File: src/rtl/rob_banked_pkg.sv
// rtl/rob_banked_pkg.sv - shared sizing, slot and pointer types for the banked reorder buffer
package rob_banked_pkg;

  localparam int NUM_BANKS            = 2;
  localparam int DISPATCH_WIDTH       = NUM_BANKS;
  localparam int ROB_ROWS             = 16;
  localparam int ROB_ADDR_WIDTH       = $clog2(ROB_ROWS);
  localparam int WB_PORTS             = 3;
  localparam int PHYS_REGS_ADDR_WIDTH = 6;

  localparam int ROW_W  = ROB_ADDR_WIDTH;
  localparam int BANK_W = (NUM_BANKS > 1) ? $clog2(NUM_BANKS) : 1;
  localparam int PREG_W = PHYS_REGS_ADDR_WIDTH;
  localparam int AREG_W = 5;

  typedef logic [ROW_W-1:0] rob_ptr_t;
  typedef logic [ROW_W:0]   rob_cnt_t;

  localparam rob_ptr_t PTR_ONE   = rob_ptr_t'(1);
  localparam rob_cnt_t CNT_ONE   = rob_cnt_t'(1);
  localparam rob_cnt_t CNT_ROWS  = rob_cnt_t'(ROB_ROWS);

  typedef struct packed {
    logic              valid;
    logic              done;
    logic [PREG_W-1:0] phys_rd;
    logic [AREG_W-1:0] arch_rd;
  } rob_slot_t;

endpackage

File: src/rtl/rob_bank.sv
// rtl/rob_bank.sv - one slot column of the ROB: dispatch write, writeback done-set, head read, retire clear
module rob_bank
  import rob_banked_pkg::*;
(
  input  logic                      clk,
  input  logic                      rst_n,
  input  logic                      flush_i,
  input  logic                      wr_en_i,
  input  logic [ROW_W-1:0]          wr_row_i,
  input  logic                      wr_valid_i,
  input  logic [PREG_W-1:0]         wr_phys_i,
  input  logic [AREG_W-1:0]         wr_arch_i,
  input  logic [WB_PORTS-1:0]       wb_en_i,
  input  logic [WB_PORTS*ROW_W-1:0] wb_row_i,
  input  logic                      clr_en_i,
  input  logic [ROW_W-1:0]          clr_row_i,
  input  logic [ROW_W-1:0]          head_row_i,
  output logic                      head_valid_o,
  output logic                      head_done_o,
  output logic [PREG_W-1:0]         head_phys_o,
  output logic [AREG_W-1:0]         head_arch_o
);

  rob_slot_t slot_q [ROB_ROWS];
  rob_slot_t slot_d [ROB_ROWS];

  always_comb begin
    for (int r = 0; r < ROB_ROWS; r++) slot_d[r] = slot_q[r];
    // Writebacks only land on allocated slots, so stray completions are dropped.
    for (int p = 0; p < WB_PORTS; p++) begin
      if (wb_en_i[p] && slot_q[wb_row_i[p*ROW_W +: ROW_W]].valid)
        slot_d[wb_row_i[p*ROW_W +: ROW_W]].done = 1'b1;
    end
    if (clr_en_i) begin
      slot_d[clr_row_i].valid = 1'b0;
      slot_d[clr_row_i].done  = 1'b0;
    end
    if (wr_en_i) begin
      slot_d[wr_row_i].valid   = wr_valid_i;
      slot_d[wr_row_i].done    = 1'b0;
      slot_d[wr_row_i].phys_rd = wr_phys_i;
      slot_d[wr_row_i].arch_rd = wr_arch_i;
    end
    if (flush_i) begin
      for (int r = 0; r < ROB_ROWS; r++) begin
        slot_d[r].valid = 1'b0;
        slot_d[r].done  = 1'b0;
      end
    end
  end

  always_ff @(posedge clk) begin
    if (!rst_n) begin
      for (int r = 0; r < ROB_ROWS; r++) slot_q[r] <= '0;
    end else begin
      for (int r = 0; r < ROB_ROWS; r++) slot_q[r] <= slot_d[r];
    end
  end

  assign head_valid_o = slot_q[head_row_i].valid;
  assign head_done_o  = slot_q[head_row_i].done;
  assign head_phys_o  = slot_q[head_row_i].phys_rd;
  assign head_arch_o  = slot_q[head_row_i].arch_rd;

endmodule

File: src/rtl/rob_banked.sv
// rtl/rob_banked.sv - banked reorder buffer: in-order row allocate, multi-port writeback, head-row commit, flush
module rob_banked
  import rob_banked_pkg::*;
(
  input  logic                        clk,
  input  logic                        rst_n,
  input  logic [NUM_BANKS-1:0]        dispatch_en,
  input  logic [NUM_BANKS*PREG_W-1:0] dispatch_phys_rd,
  input  logic [NUM_BANKS*AREG_W-1:0] dispatch_arch_rd,
  output logic [ROW_W-1:0]            dispatch_rob_addr,
  output logic [NUM_BANKS*BANK_W-1:0] dispatch_bank_addr,
  output logic                        full,
  input  logic [WB_PORTS-1:0]         writeback_en,
  input  logic [WB_PORTS*ROW_W-1:0]   writeback_rob_addr,
  input  logic [WB_PORTS*BANK_W-1:0]  writeback_bank_addr,
  output logic [NUM_BANKS-1:0]        commit_en,
  output logic [NUM_BANKS*PREG_W-1:0] commit_phys_rd,
  output logic [NUM_BANKS*AREG_W-1:0] commit_arch_rd,
  input  logic                        flush,
  output logic                        empty
);

  rob_ptr_t head_q, head_d;
  rob_ptr_t tail_q, tail_d;
  rob_cnt_t count_q, count_d;

  logic                 do_disp;
  logic                 do_commit;
  logic [NUM_BANKS-1:0] slot_ok;
  logic [NUM_BANKS-1:0] head_valid;

  assign full              = (count_q == CNT_ROWS);
  assign empty             = (count_q == '0);
  assign dispatch_rob_addr = tail_q;
  assign do_disp           = (|dispatch_en) && !full && !flush;
  // A row retires only once every occupied slot has completed.
  assign do_commit         = !empty && !flush && (&slot_ok);

  for (genvar b = 0; b < NUM_BANKS; b++) begin : g_bank
    logic [WB_PORTS-1:0] wb_hit;
    logic                head_done;

    for (genvar p = 0; p < WB_PORTS; p++) begin : g_wb
      assign wb_hit[p] = writeback_en[p] &&
                         (writeback_bank_addr[p*BANK_W +: BANK_W] == BANK_W'(b));
    end

    rob_bank u_bank (
      .clk          (clk),
      .rst_n        (rst_n),
      .flush_i      (flush),
      .wr_en_i      (do_disp),
      .wr_row_i     (tail_q),
      .wr_valid_i   (dispatch_en[b]),
      .wr_phys_i    (dispatch_phys_rd[b*PREG_W +: PREG_W]),
      .wr_arch_i    (dispatch_arch_rd[b*AREG_W +: AREG_W]),
      .wb_en_i      (wb_hit),
      .wb_row_i     (writeback_rob_addr),
      .clr_en_i     (do_commit),
      .clr_row_i    (head_q),
      .head_row_i   (head_q),
      .head_valid_o (head_valid[b]),
      .head_done_o  (head_done),
      .head_phys_o  (commit_phys_rd[b*PREG_W +: PREG_W]),
      .head_arch_o  (commit_arch_rd[b*AREG_W +: AREG_W])
    );

    assign slot_ok[b]                             = !head_valid[b] || head_done;
    assign commit_en[b]                           = do_commit && head_valid[b];
    assign dispatch_bank_addr[b*BANK_W +: BANK_W] = BANK_W'(b);
  end

  always_comb begin
    head_d  = head_q;
    tail_d  = tail_q;
    count_d = count_q;
    if (flush) begin
      head_d  = '0;
      tail_d  = '0;
      count_d = '0;
    end else begin
      if (do_disp)   tail_d = tail_q + PTR_ONE;
      if (do_commit) head_d = head_q + PTR_ONE;
      if (do_disp && !do_commit)      count_d = count_q + CNT_ONE;
      else if (!do_disp && do_commit) count_d = count_q - CNT_ONE;
    end
  end

  always_ff @(posedge clk) begin
    if (!rst_n) begin
      head_q  <= '0;
      tail_q  <= '0;
      count_q <= '0;
    end else begin
      head_q  <= head_d;
      tail_q  <= tail_d;
      count_q <= count_d;
    end
  end

endmodule

File: config.mk
export PLATFORM = sky130hd
export DESIGN_NAME = rob_banked
export DESIGN_NICKNAME = d
export VERILOG_FILES = /design/src/rtl/rob_banked_pkg.sv /design/src/rtl/rob_bank.sv /design/src/rtl/rob_banked.sv
export SDC_FILE = /design/constraint.sdc
export NUM_CORES = 1
export LEC_CHECK = 0
export CELL_PAD_IN_SITES_DETAIL_PLACEMENT = 1
export CELL_PAD_IN_SITES_GLOBAL_PLACEMENT = 2
export CORE_MARGIN = 1.5
export CORE_UTILIZATION = 43
export CTS_BUF_LIST = sky130_fd_sc_hd__clkbuf_4
export CTS_CLUSTER_DIAMETER = 50
export DETAILED_ROUTE_END_ITERATION = 12
export PLACE_DENSITY = 0.95
export SYNTH_ARGS = -nofsm -noshare
export SYNTH_HDL_FRONTEND = slang
export SYNTH_SLANG_ARGS = --single-unit
export TNS_END_PERCENT = 20
File: constraint.sdc
create_clock -name clk -period 8.8 [get_ports clk]
set_clock_uncertainty 0.15 [all_clocks]
set_input_delay 1.76 -clock clk [delete_from_list [all_inputs] [get_ports clk]]
set_output_delay 1.76 -clock clk [all_outputs]
set_load 0.005 [all_outputs]
* After elaboration in Yosys (flattened, before gate mapping)
Memories as Yosys holds them, arrays and structs flattened. A register that Yosys moved wholly into a read port is not among the register bits.
Cells that the tools add are included.
** Storage, ports and cells
- Register bits after elaboration :: 13
- Bits in writable memories :: 416
- Bits of input ports :: 45
- Output and inout port bits :: 32
- Logic and storage cells :: 218
- Memories kept :: 2
** Cells by class
- Add/subtract/negate cells :: 4
- $lt $le $gt $ge :: 10
- Equal/unequal tests :: 1
- Muxes and demuxes :: 118
- Bitwise gates (word level) :: 41
- Reductions and logical operators :: 39
** Memories
- g_bank[0].u_bank.slot_q :: depth 16, bits a word 13, rd ports 20, clocked after Yosys merged registers in 1, wr ports 16, line rob_bank.sv:24 : rob_slot_t slot_q [ROB_ROWS];
- g_bank[1].u_bank.slot_q :: depth 16, bits a word 13, rd ports 20, clocked after Yosys merged registers in 1, wr ports 16, line rob_bank.sv:24
** Operators with widths (count)
- 208-bit bitwise mux :: 18
- 208-bit two-way mux :: 10
- 13-bit demux with 4-bit select :: 9
- 13-bit two-way mux :: 34
- 2-bit two-way mux :: 32
- 12-bit two-way mux :: 5
- 1-bit bitwise OR :: 32
- 5-bit greater-or-equal comparator, second input constant :: 5
- 1-bit logical AND :: 25
- 5-bit by 1-bit < comparator with 1-bit output, second input constant :: 5
- 4-bit NOT with 5-bit output :: 5
- 4-bit two-way mux :: 4
- 5-bit two-way mux :: 3
- 11-bit two-way mux :: 1
- 4-bit by 1-bit adder with 4-bit output, second input constant :: 2
- 1-bit zero test :: 7
- 5-bit by 1-bit adder with 5-bit output, second input constant :: 1
- 5-bit equality test, second input constant :: 1
- 5-bit zero test :: 1
- 5-bit by 1-bit subtractor with 5-bit output, second input constant :: 1
- 1-bit NOT :: 4
- 2-bit OR reduction :: 2
- 1-bit logical OR :: 2
- 1-bit two-way mux :: 2
- other kinds (2) :: 2

* Logic depth before layout (Yosys ltp)
Gate-level depths: netlist of the first run.
- Depth in word-level cells :: 21
- Gate-level depth with buffers :: 19

* Modules after synthesis
A second synthesis of the first run with hierarchy kept.
** Second synthesis, totals
- Cell total of the unflattened synthesis :: 2297
- Area, all modules :: 21137.8 um^2
** By module, submodules not included
- rob_bank (g_bank[0].u_bank) :: times used 1, cells each 1050, area each 10234.8 um^2, seq. area each 4164.0 um^2
- rob_bank (g_bank[1].u_bank) :: times used 1, cells each 1153, area each 10062.2 um^2, seq. area each 4164.0 um^2
- rob_banked :: times used 1, cells each 94, area each 840.8 um^2, seq. area each 260.2 um^2

* Worst setup path after synthesis of the first run
Ideal clock, no wire load.
- Kind :: in2out
- Start :: input port flush
- End :: output port commit_en[0]
- Arrival :: 2376 ps
- Required time :: 6890 ps
- Slack :: 4514 ps
- Stages on the path :: 3
- Buffers on the path :: 1
- Cell sequence :: clkbuf_1 -> or2_2 -> nor2b_1
** Between the ends
- Cells in the longest elaborated chain, start to end :: 4
** RTL lines
- start, declared :: line rob_banked.sv:19 : input logic flush,
- 1-bit zero test :: line rob_banked.sv:37 : assign do_commit = !empty && !flush && (&slot_ok);
- 1-bit logical AND (2 in a row) :: line rob_banked.sv:37
- 1-bit logical AND :: line rob_banked.sv:69 : assign commit_en[b] = do_commit && head_valid[b];
- end, declared :: line rob_banked.sv:16 : output logic [NUM_BANKS-1:0] commit_en,
Every way passes these cells.

==> results of run 1 <==
cell type report:
class                      count  area [sq um]  area share (%)
antenna                        3          7.51          0.0322
clock buffer                 174          1310            5.61
clock inverter                24           144           0.618
inverter                      15          56.3           0.242
multi-input combinational   1642         11300            48.5
sequential                   433          8680            37.2
tap                          615           769            3.30
timing repair buffer         114          1040            4.48
how the worst max path moves through the flow:
stage	from	to	slack [ns]	depth (start not counted)
after global routing	register	commit_en[0]	2.37	9
after global placement	flush	commit_en[0]	3.50	4
final	register	commit_en[1]	2.61	8
after CTS	register	commit_phys_rd[5]	2.51	4
after floorplan	flush	commit_en[0]	4.51	3
after detailed placement	register	commit_phys_rd[5]	3.45	4
worst max-delay path, delay by kind of cell (launching register included):
kind	cells	cell delay [ns]
buf+inv	2	0.77
flops	1	0.95
simple gates	3	0.90
mux	1	0.43
compound gates	2	0.35
state kept, by name, indices dropped and copies added (netlist names), named ones only:
name	count
count_q	5
g_bank.u_bank.slot_q	416
head_q	4
dispatch_rob_addr	4
routing by layer:
metal	wire, um	GRT usage [%]
met1	30900	38.9
met4	2670	13.2
met2	35800	50.1
met5	30	0
met3	5810	6.48
kinds of logic (layout without fill, tap and decap cells):
group,Yosys count,in the layout
compound gates,508,508
flops,433,433
buf+inv,235,327
fa+ha+maj,13,13
other cells,2,5
mux,140,140
xor+xnor,8,8
simple gates,971,971
power breakdown:
part | total, mW | internal, mW | switching [mW]
Sequential | 2.02 | 1.98 | 0.0423
Clock | 1.81 | 0.947 | 0.865
Combinational | 0.463 | 0.196 | 0.267
placed cells by master (no fill, tap or decap), drive strengths merged, types with 4 or more instances in the layout:
| cell type | count |
|---|---|
| nand2 | 741 |
| dfxtp | 433 |
| a21boi | 352 |
| clkbuf | 175 |
| mux4 | 133 |
| clkdlybuf4s50 | 73 |
| nor2 | 70 |
| nand3 | 52 |
| buf | 40 |
| a31oi | 31 |
| o221ai | 27 |
| o22ai | 26 |
| nand2b | 22 |
| clkinv | 21 |
| nor2b | 18 |
| inv | 16 |
| a21oi | 13 |
| o21ai | 13 |
| and3 | 12 |
| a41o | 12 |
| ha | 12 |
| a211oi | 12 |
| nand4 | 8 |
| o211ai | 8 |
| and3b | 7 |
| nor3 | 7 |
| nor3b | 6 |
| nor4 | 5 |
| mux2i | 5 |
| and4 | 5 |
| and2 | 4 |
| or2 | 4 |
| xor2 | 4 |
| xnor2 | 4 |
stage by stage:
stage          area, sq um  worst slack (ns)  utilization [%]
2_1_floorplan        20800              4.51                -
3_3_place_gp         21800              3.50             45.7
3_5_place_dp         21800              3.45             45.7
4_1_cts              23300              2.51             48.8
5_1_grt              23300              2.37             48.8
6_report             23300              2.61             48.8
==> run_results.csv, run 1 <==
group,metric,value,unit
yosys,synthCells,2310,
yosys,synth.yosys.seq_area_share,41.6,%
clock_network,htreeDepth,3,
yosys,postSynthAreaPerCell,9.02,sq um
routing,wl_per_cell,24.9,um
sta,tightest_slew,1.14,ns
routing,num_vias,18300,
final_layout,layout.cells.non_filler,3020,
routing,detailedRoute.firstPassIterationCount,5,
clock_network,cts.sink_count,433,
status,outcome,"complete, no violations",
sta,timing.slew.headroom,23.9,%
sta,final_min_period_over_clock_period,70.3,%
routing,drt-vias-per-instance,6.05,
yosys,combinational_family_with_the_most_area_after_synthesis,"simple AND/OR/NAND/NOR gates",
global_routing,vias_in_the_first_global_route,19500,
yosys,synth_edf_count,0,
hold_path,whs_endpoint,"g_bank[0].u_bank.slot_q[2][9]$_SDFFE_PN0P_",
worst_setup_path,worstPathMaxFanout,67,
clock_network,cts.repair.resized,0,
yosys,yosys_warnings,0,
yosys,synthTopCellsByCount,"nand2_1, dfxtp_1, a21boi_0",
worst_setup_path,timing.rr.end,"count_q[4]$_SDFFE_PP0P_",
floorplan,start_util,43.6,%
clock_network,cts_inserted_buffers,117,
hold_path,hold_path_startpoint,"g_bank[0].u_bank.slot_q[2][9]$_SDFFE_PN0P_",
sta,maxSlewViolCount,0,
placed_design,numPortBuffers,74,
pwr,post-layout-total-power,4.29,mW
floorplan,number_of_core_rows,80,
worst_setup_path,slowest_stage,"dfxtp_4",
run,drv_cap,0,
clock_network,cts_hold_repair.buffers,0,
worst_setup_path,worstPathCellList,"mux2_2, a31oi_1, nor4bb_2, buf_4, a21oi_1, or2_2, nor2b_1, clkdlybuf4s50_1",
clock_network,cts.reportedPaths.clkPinSlew,0.06,ns
yosys,postSynthNetCount,2368,
yosys,synth.cell_area,20800,sq um
final_layout,fin_nets,2381,
routing,drc,0,
yosys,synth_xor_xnor_area_share,0.336,%
floorplan,floorplan.core_area,47700,sq um
pwr,powerDensity,184,nW/um^2
yosys,synth_flop_cell,"dfxtp_1",
global_routing,global_route.overflow_total,0,
yosys,compound_gate_portion_of_the_synthesized_area,18.4,%
worst_setup_path,reg2reg_setup_slack,4.21,ns
clock_network,clk-insertion-delay-late,0.87,ns
yosys,yosysMostFrequentCell,"nand2_1",
clock_network,postCtsSetupBuffers,0,
worst_setup_path,worst-r2r-cell-count,14,
sta,fmax,162,MHz
sta,finalSetupViolCount,0,
sta,finalWorstPathRequiredPeriod,6.19,ns
worst_setup_path,worstSetupEndpointType,"output port",
global_routing,number_of_antenna_violations_at_the_first_check_in_global_routing,4,
yosys,synth_top_cells_by_area,"dfxtp_1, mux4_2, nand2_1",
sta,fin_worst_hold_slack,0.313,ns
floorplan,die_boundary_height,223,um
yosys,synth_async_sr_flop_share,0,%
sta,rsz0062_at_grt,"no",
placed_design,placed_cells,2819,
worst_setup_path,start_kind,"register",
yosys,synthDominantAreaCellType,"dfxtp_1",
floorplan,die_w,223,um
routing,routed_wl,75200,um
final_layout,synthToLayoutAreaGrowth,11.8,%
yosys,synthesized_flop_and_latch_total,433,
global_routing,first_pass_grt_wire_length,116000,um
sta,timing.setup.tns,0,ns
routing,detail-route-antenna-nets,0,
placed_design,detailedPlacementHpwl,46500,um
worst_setup_path,worst_path_largest_cell_delay,0.95,ns
hold_path,min-delay-path-class,"reg2reg",
yosys,yosys.area_share.simple,19.5,%
routing,initialDrtViolationCount,1695,
placed_design,globalplace.congestion,0.957,
global_routing,grt_util_all_layers,30.6,%
sta,final-hold-violation-count,0,
hold_path,whs_path_depth,2,
worst_setup_path,critPathKind,"reg2out",
yosys,synth.distinct_cells,61,
pwr,irDropWorstVdd,0.0000922,V
worst_setup_path,worst_ep_required_time,6.89,ns
clock_network,ctsLongestPathBuffers,3,
floorplan,io-pin-count,77,
global_routing,grt_start_max_net_pins,131,
final_layout,n_fill_cell,5531,
yosys,synth_mux_area_share,14.7,%
yosys,synthAdderAreaFrac,0.817,%
clock_network,tritoncts_clock_tree,"built",
clock_network,cts_root_buf,"clkbuf_4",
pwr,leakage,7.55,nW
final_layout,layout-drive-gt1-share,16.4,%
floorplan,fp.dieArea,49800,sq um
worst_setup_path,arrival,4.28,ns
yosys,yosys.area.top_type_share,41.6,%
Power figures use the tool's default switching activity.
==> inputs of run 2 (changes only) <==
CORE_UTILIZATION = 40   (was 43)
PLACE_DENSITY = 0.91   (was 0.95)
clock period = 5.75 ns   (was 8.8 ns; I/O delays follow)
==> run 2 against run 1 <==
Compared with the run above: register-to-register slack got worse by 2.8 ns; cell count increased by 2.6%; design area increased by 0.77%; sequential share of layout area decreased by 0.29 points; routed wire length increased by 0.59%; first-iteration DRC count decreased by 21%; sequential power increased by 52%; combinational power increased by 57%; setup slack got worse by 2.2 ns; critical path depth increased by 1; count of clock-buffer cells in the layout decreased by 1; die area increased by 7.4%.
==> run_results.csv, run 2 (synthesized netlist as in run 1, its figures left out) <==
group,metric,value,unit
clock_network,clk-insertion-delay-late,0.95,ns
hold_path,whs_endpoint,"g_bank[0].u_bank.slot_q[2][6]$_SDFFE_PN0P_",
pwr,share_clk_of_total_power,42.6,%
worst_setup_path,worstSetupEndpointType,"output port",
sta,final-hold-violation-count,0,
worst_setup_path,worst_ep_required_time,4.45,ns
worst_setup_path,start_kind,"register",
global_routing,grt_start_max_net_pins,137,
clock_network,ctsLongestPathBuffers,3,
clock_network,cts_root_buf,"clkbuf_4",
global_routing,vias_in_the_first_global_route,19100,
sta,setup_slack,0.394,ns
global_routing,number_of_antenna_violations_at_the_first_check_in_global_routing,6,
run,drv_cap,0,
global_routing,grt_util_all_layers,28.7,%
worst_setup_path,timing.rr.end,"count_q[4]$_SDFFE_PP0P_",
final_layout,fin_area,23500,sq um
hold_path,min-delay-path-class,"reg2reg",
global_routing,global_route.overflow_total,0,
placed_design,numPortBuffers,74,
routing,detailedRoute.firstPassIterationCount,7,
placed_design,pre_cts_slack,1.32,ns
placed_design,placed_cells,2890,
final_layout,synthToLayoutAreaGrowth,12.7,%
routing,num_vias,18200,
pwr,switching_power,1.84,mW
final_layout,largest_registers,"g_bank.u_bank.slot_q x416, count_q x5",
sta,timing.slew.headroom,21.0,%
floorplan,start_util,40.5,%
final_layout,n_fill_cell,5987,
sta,tightest_slew,1.19,ns
global_routing,first_pass_grt_wire_length,116000,um
pwr,comb_power_share,11.0,%
sta,final_min_period_over_clock_period,93.1,%
sta,rsz0062_at_grt,"no",
final_layout,multiInputGateArea,11300,sq um
clock_network,htreeDepth,3,
clock_network,cts_hold_repair.buffers,0,
floorplan,fp.dieArea,53500,sq um
clock_network,cts_inserted_buffers,116,
pwr,pwr-share-seq,46.5,%
routing,drt-vias-per-instance,5.88,
worst_setup_path,worst-r2r-cell-count,15,
routing,drc,0,
final_layout,layout.cells.non_filler,3098,
worst_setup_path,reg2reg_setup_slack,1.42,ns
worst_setup_path,critPathKind,"reg2out",
floorplan,io-pin-count,77,
sta,finalWorstPathRequiredPeriod,5.36,ns
hold_path,hold_path_startpoint,"g_bank[0].u_bank.slot_q[2][6]$_SDFFE_PN0P_",
sta,fmax,187,MHz
floorplan,number_of_core_rows,83,
final_layout,regMostFlops,"g_bank.u_bank.slot_q",
floorplan,floorplan.core_area,51400,sq um
hold_path,whs_path_depth,2,
final_layout,fin_nets,2386,
final_layout,layout-drive-gt1-share,16.7,%
routing,routed_wl,75700,um
worst_setup_path,arrival,4.06,ns
clock_network,postCtsSetupBuffers,0,
pwr,leakage,7.59,nW
pwr,irDropWorstVdd,0.000166,V
floorplan,die_w,231,um
routing,wl_per_cell,24.4,um
sta,timing.setup.tns,0,ns
clock_network,cts.sink_count,433,
pwr,switching_share,27.8,%
routing,initialDrtViolationCount,1336,
clock_network,tritoncts_clock_tree,"built",
final_layout,most-common-layout-cells,"nand2_1, dfxtp_1, a21boi_0",
sta,finalSetupViolCount,0,
clock_network,cts.repair.resized,0,
final_layout,largest_register_ffs,416,
placed_design,detailedPlacementHpwl,47200,um
final_layout,final_common_cell,"nand2_1",
placed_design,globalplace.congestion,0.986,
status,outcome,"complete, no violations",
clock_network,cts.reportedPaths.clkPinSlew,0.07,ns
pwr,intPower,4.79,mW
sta,maxSlewViolCount,0,
floorplan,die_boundary_height,231,um
worst_setup_path,worstPathMaxFanout,40,
placed_design,placedInstanceArea,22000,sq um
pwr,powerDensity,282,nW/um^2
final_layout,final-seq-area,8680,sq um
routing,detail-route-antenna-nets,0,
[run 2: per-layer routing]
metal  vias up  global-route usage, %  share of wire, %
met4         6                   13.4               4.2
li1       8120                      -                 -
met5         -                      0             0.040
met3       212                   6.69               7.7
met2       678                   46.5                46
met1      9191                   36.1                42
[run 2: layout make-up]
| cell class | count | share of cell area, % |
|---|---|---|
| Multi-Input combinational cell | 1642 | 48.1 |
| Tap cell | 680 | 3.62 |
| Clock buffer | 173 | 5.53 |
| Timing Repair Buffer | 120 | 4.69 |
| Sequential cell | 433 | 37.0 |
| Inverter | 15 | 0.240 |
| Antenna cell | 5 | 0.0533 |
| Clock inverter | 30 | 0.799 |
[run 2: worst max-delay path, stage by stage, from the launching register on]
cell and delay (ns):
dfxtp_4 0.83, nor2_1 0.25, o21ai_0 0.16, nand4_1 0.17, nor4bb_2 0.32, buf_4 0.25, a21oi_1 0.14, or2_2 0.37
nor2b_1 0.12, clkdlybuf4s50_1 0.51
[run 2: worst max-delay path by stage]
| stage | depth (start not counted) | endpoint |
|---|---|---|
| floorplan | 12 | count_q[4]$_SDFFE_PP0P_ |
| global placement | 9 | commit_en[1] |
| detailed placement | 4 | commit_arch_rd[6] |
| CTS | 9 | commit_en[1] |
| global route | 9 | commit_en[1] |
| finish | 9 | commit_en[1] |
[run 2: metrics by stage]
| stage | total power [mW] | hold slack (ns) | util (%) |
|---|---|---|---|
| final | 6.63 | 0.307 | 45.7 |
| after floorplan | 3.61 | 0.282 | - |
| after global placement | 3.86 | 0.289 | 42.8 |
| after CTS | 6.68 | 0.309 | 45.6 |
| after global routing | 6.91 | 0.333 | 45.7 |
| after detailed placement | 3.87 | 0.301 | 42.8 |
[run 2: power groups by stage]
stage               clock, mW  combinational, mW  sequential, mW
global placement            0              0.710            3.15
global route             3.05              0.777            3.09
floorplan                   0              0.499            3.11
finish                   2.82              0.727            3.08
CTS                      2.88              0.725            3.08
detailed placement          0              0.721            3.15
==> inputs of run 3 (changes only) <==
CORE_ASPECT_RATIO = 1.2   (was unset)
==> run 3 against run 2 <==
Compared with the run above: fmax is 0.35% lower; count of clock-buffer cells in the layout fell by 1; clock power increased by 4%; cell count grew 0.29%; largest power group unchanged; combinational power rose by 3.0%; design area is 0.39% higher; register-to-register slack got worse by 0.05 ns.
==> run_results.csv, run 3 (synthesized netlist as in run 1, its figures left out) <==
group,metric,value,unit
status,outcome,"complete, no violations",
placed_design,pre_cts_slack,1.32,ns
sta,tightest_slew,1.12,ns
clock_network,cts.repair.resized,0,
global_routing,first_pass_grt_wire_length,118000,um
worst_setup_path,worst_ep_required_time,4.45,ns
floorplan,start_util,40.5,%
global_routing,global_route.overflow_total,0,
sta,maxSlewViolCount,0,
placed_design,placed_cells,2907,
hold_path,min-delay-path-class,"reg2reg",
sta,setup_slack,0.375,ns
placed_design,numPortBuffers,74,
final_layout,largest_register_ffs,416,
hold_path,whs_path_depth,2,
sta,final_min_period_over_clock_period,93.5,%
placed_design,placedInstanceArea,22000,sq um
worst_setup_path,start_kind,"register",
global_routing,grt_start_max_net_pins,130,
worst_setup_path,critPathKind,"reg2out",
placed_design,detailedPlacementHpwl,46600,um
floorplan,fp.dieArea,53500,sq um
routing,wl_met3,4990,um
sta,fmax,186,MHz
clock_network,postCtsSetupBuffers,0,
final_layout,layout.cells.non_filler,3107,
final_layout,synthToLayoutAreaGrowth,13.1,%
sta,rsz0062_at_grt,"no",
routing,initialDrtViolationCount,1441,
worst_setup_path,worstSetupEndpointType,"output port",
routing,drc,0,
run,drv_cap,0,
placed_design,globalplace.congestion,0.937,
final_layout,fin_area,23600,sq um
global_routing,grt_util_all_layers,29.4,%
clock_network,cts_hold_repair.buffers,0,
routing,routed_wl,77400,um
pwr,leakage,7.64,nW
final_layout,fin_nets,2384,
final_layout,final_common_cell,"nand2_1",
floorplan,floorplan.core_area,51500,sq um
routing,drt-vias-per-instance,5.88,
worst_setup_path,arrival,4.07,ns
floorplan,die_boundary_height,253,um
pwr,irDropWorstVdd,0.000177,V
routing,num_vias,18300,
clock_network,cts_inserted_buffers,114,
routing,topRoutingLayerUsed,"met4",
clock_network,cts.reportedPaths.clkPinSlew,0.08,ns
routing,wl_per_cell,24.9,um
clock_network,tritoncts_clock_tree,"built",
global_routing,number_of_antenna_violations_at_the_first_check_in_global_routing,1,
sta,timing.setup.tns,0,ns
worst_setup_path,worstPathMaxFanout,46,
final_layout,regMostFlops,"g_bank.u_bank.slot_q",
clock_network,cts.sink_count,433,
hold_path,hold_path_startpoint,"g_bank[0].u_bank.slot_q[2][5]$_SDFFE_PN0P_",
clock_network,cts_root_buf,"clkbuf_4",
pwr,post-layout-total-power,6.74,mW
routing,wl_met1,30700,um
final_layout,largest_registers,"g_bank.u_bank.slot_q x416, count_q x5",
clock_network,ctsLongestPathBuffers,3,
sta,finalSetupViolCount,0,
final_layout,most-common-layout-cells,"nand2_1, dfxtp_1, a21boi_0",
sta,timing.slew.headroom,25.6,%
floorplan,die_w,211,um
floorplan,io-pin-count,77,
routing,met2_wirelength,39000,um
clock_network,clk-insertion-delay-late,0.92,ns
routing,detailedRoute.firstPassIterationCount,5,
final_layout,layout-drive-gt1-share,17.0,%
worst_setup_path,worst-r2r-cell-count,16,
clock_network,htreeDepth,3,
sta,final-hold-violation-count,0,
floorplan,number_of_core_rows,91,
sta,finalWorstPathRequiredPeriod,5.37,ns
global_routing,vias_in_the_first_global_route,19400,
pwr,powerDensity,286,nW/um^2
routing,detail-route-antenna-nets,0,
run 3: cell count changes in the layout (fill, tap and decap cells not counted), sizes merged:
cell / change
clkinv: -5
inv: +1
clkbuf: -1
bufinv: +3
clkinvlp: -2
diode: -4
run 3: per-layer routing:
metal | GRT usage (%) | up-vias
met5 | 0 | -
met4 | 13.5 | 0
met3 | 5.08 | 155
met2 | 51.1 | 681
met1 | 35.2 | 9324
li1 | - | 8110
run 3: final timing paths:
check | to | slack (ns)
worst min-delay path | g_bank[0].u_bank.slot_q[2][5]$_SDFFE_PN0P_ | 0.31
worst max register to register | count_q[4]$_SDFFE_PP0P_ | 1.37
worst min register to register | g_bank[0].u_bank.slot_q[2][5]$_SDFFE_PN0P_ | 0.31
worst max-delay path | commit_en[1] | 0.38
run 3: critical path, cell delays in order, from the launching register on:
cell,delay (ns)
dfxtp_4,0.77
mux2_2,0.42
a31oi_1,0.21
nor4bb_2,0.33
buf_4,0.25
a21oi_1,0.13
or2_2,0.39
nor2b_1,0.16
clkdlybuf4s50_1,0.52
run 3: where the power goes:
part	total (mW)	internal [mW]	leakage, nW	switching, mW
logic	0.749	0.309	3.24	0.439
registers	3.07	3.03	3.49	0.0468
clock network	2.92	1.57	0.906	1.35
total	6.74	4.91	7.64	1.83
run 3: final cells by class:
class / count / area [sq um]
multi-input cells: 1642 / 11300
repair buffers: 120 / 1140
fillers: 5946 / 27900
flip-flops and latches: 433 / 8680
clock inverters: 27 / 236
diodes: 1 / 2.50
well taps: 697 / 872
inverters: 15 / 56.3
clock buffers: 172 / 1290
run 3: through the flow:
step	utilization, %	hold slack (ns)
after floorplan	-	0.282
after global placement	42.8	0.288
after detailed placement	42.8	0.302
after CTS	45.8	0.311
after global routing	45.8	0.330
final	45.8	0.309
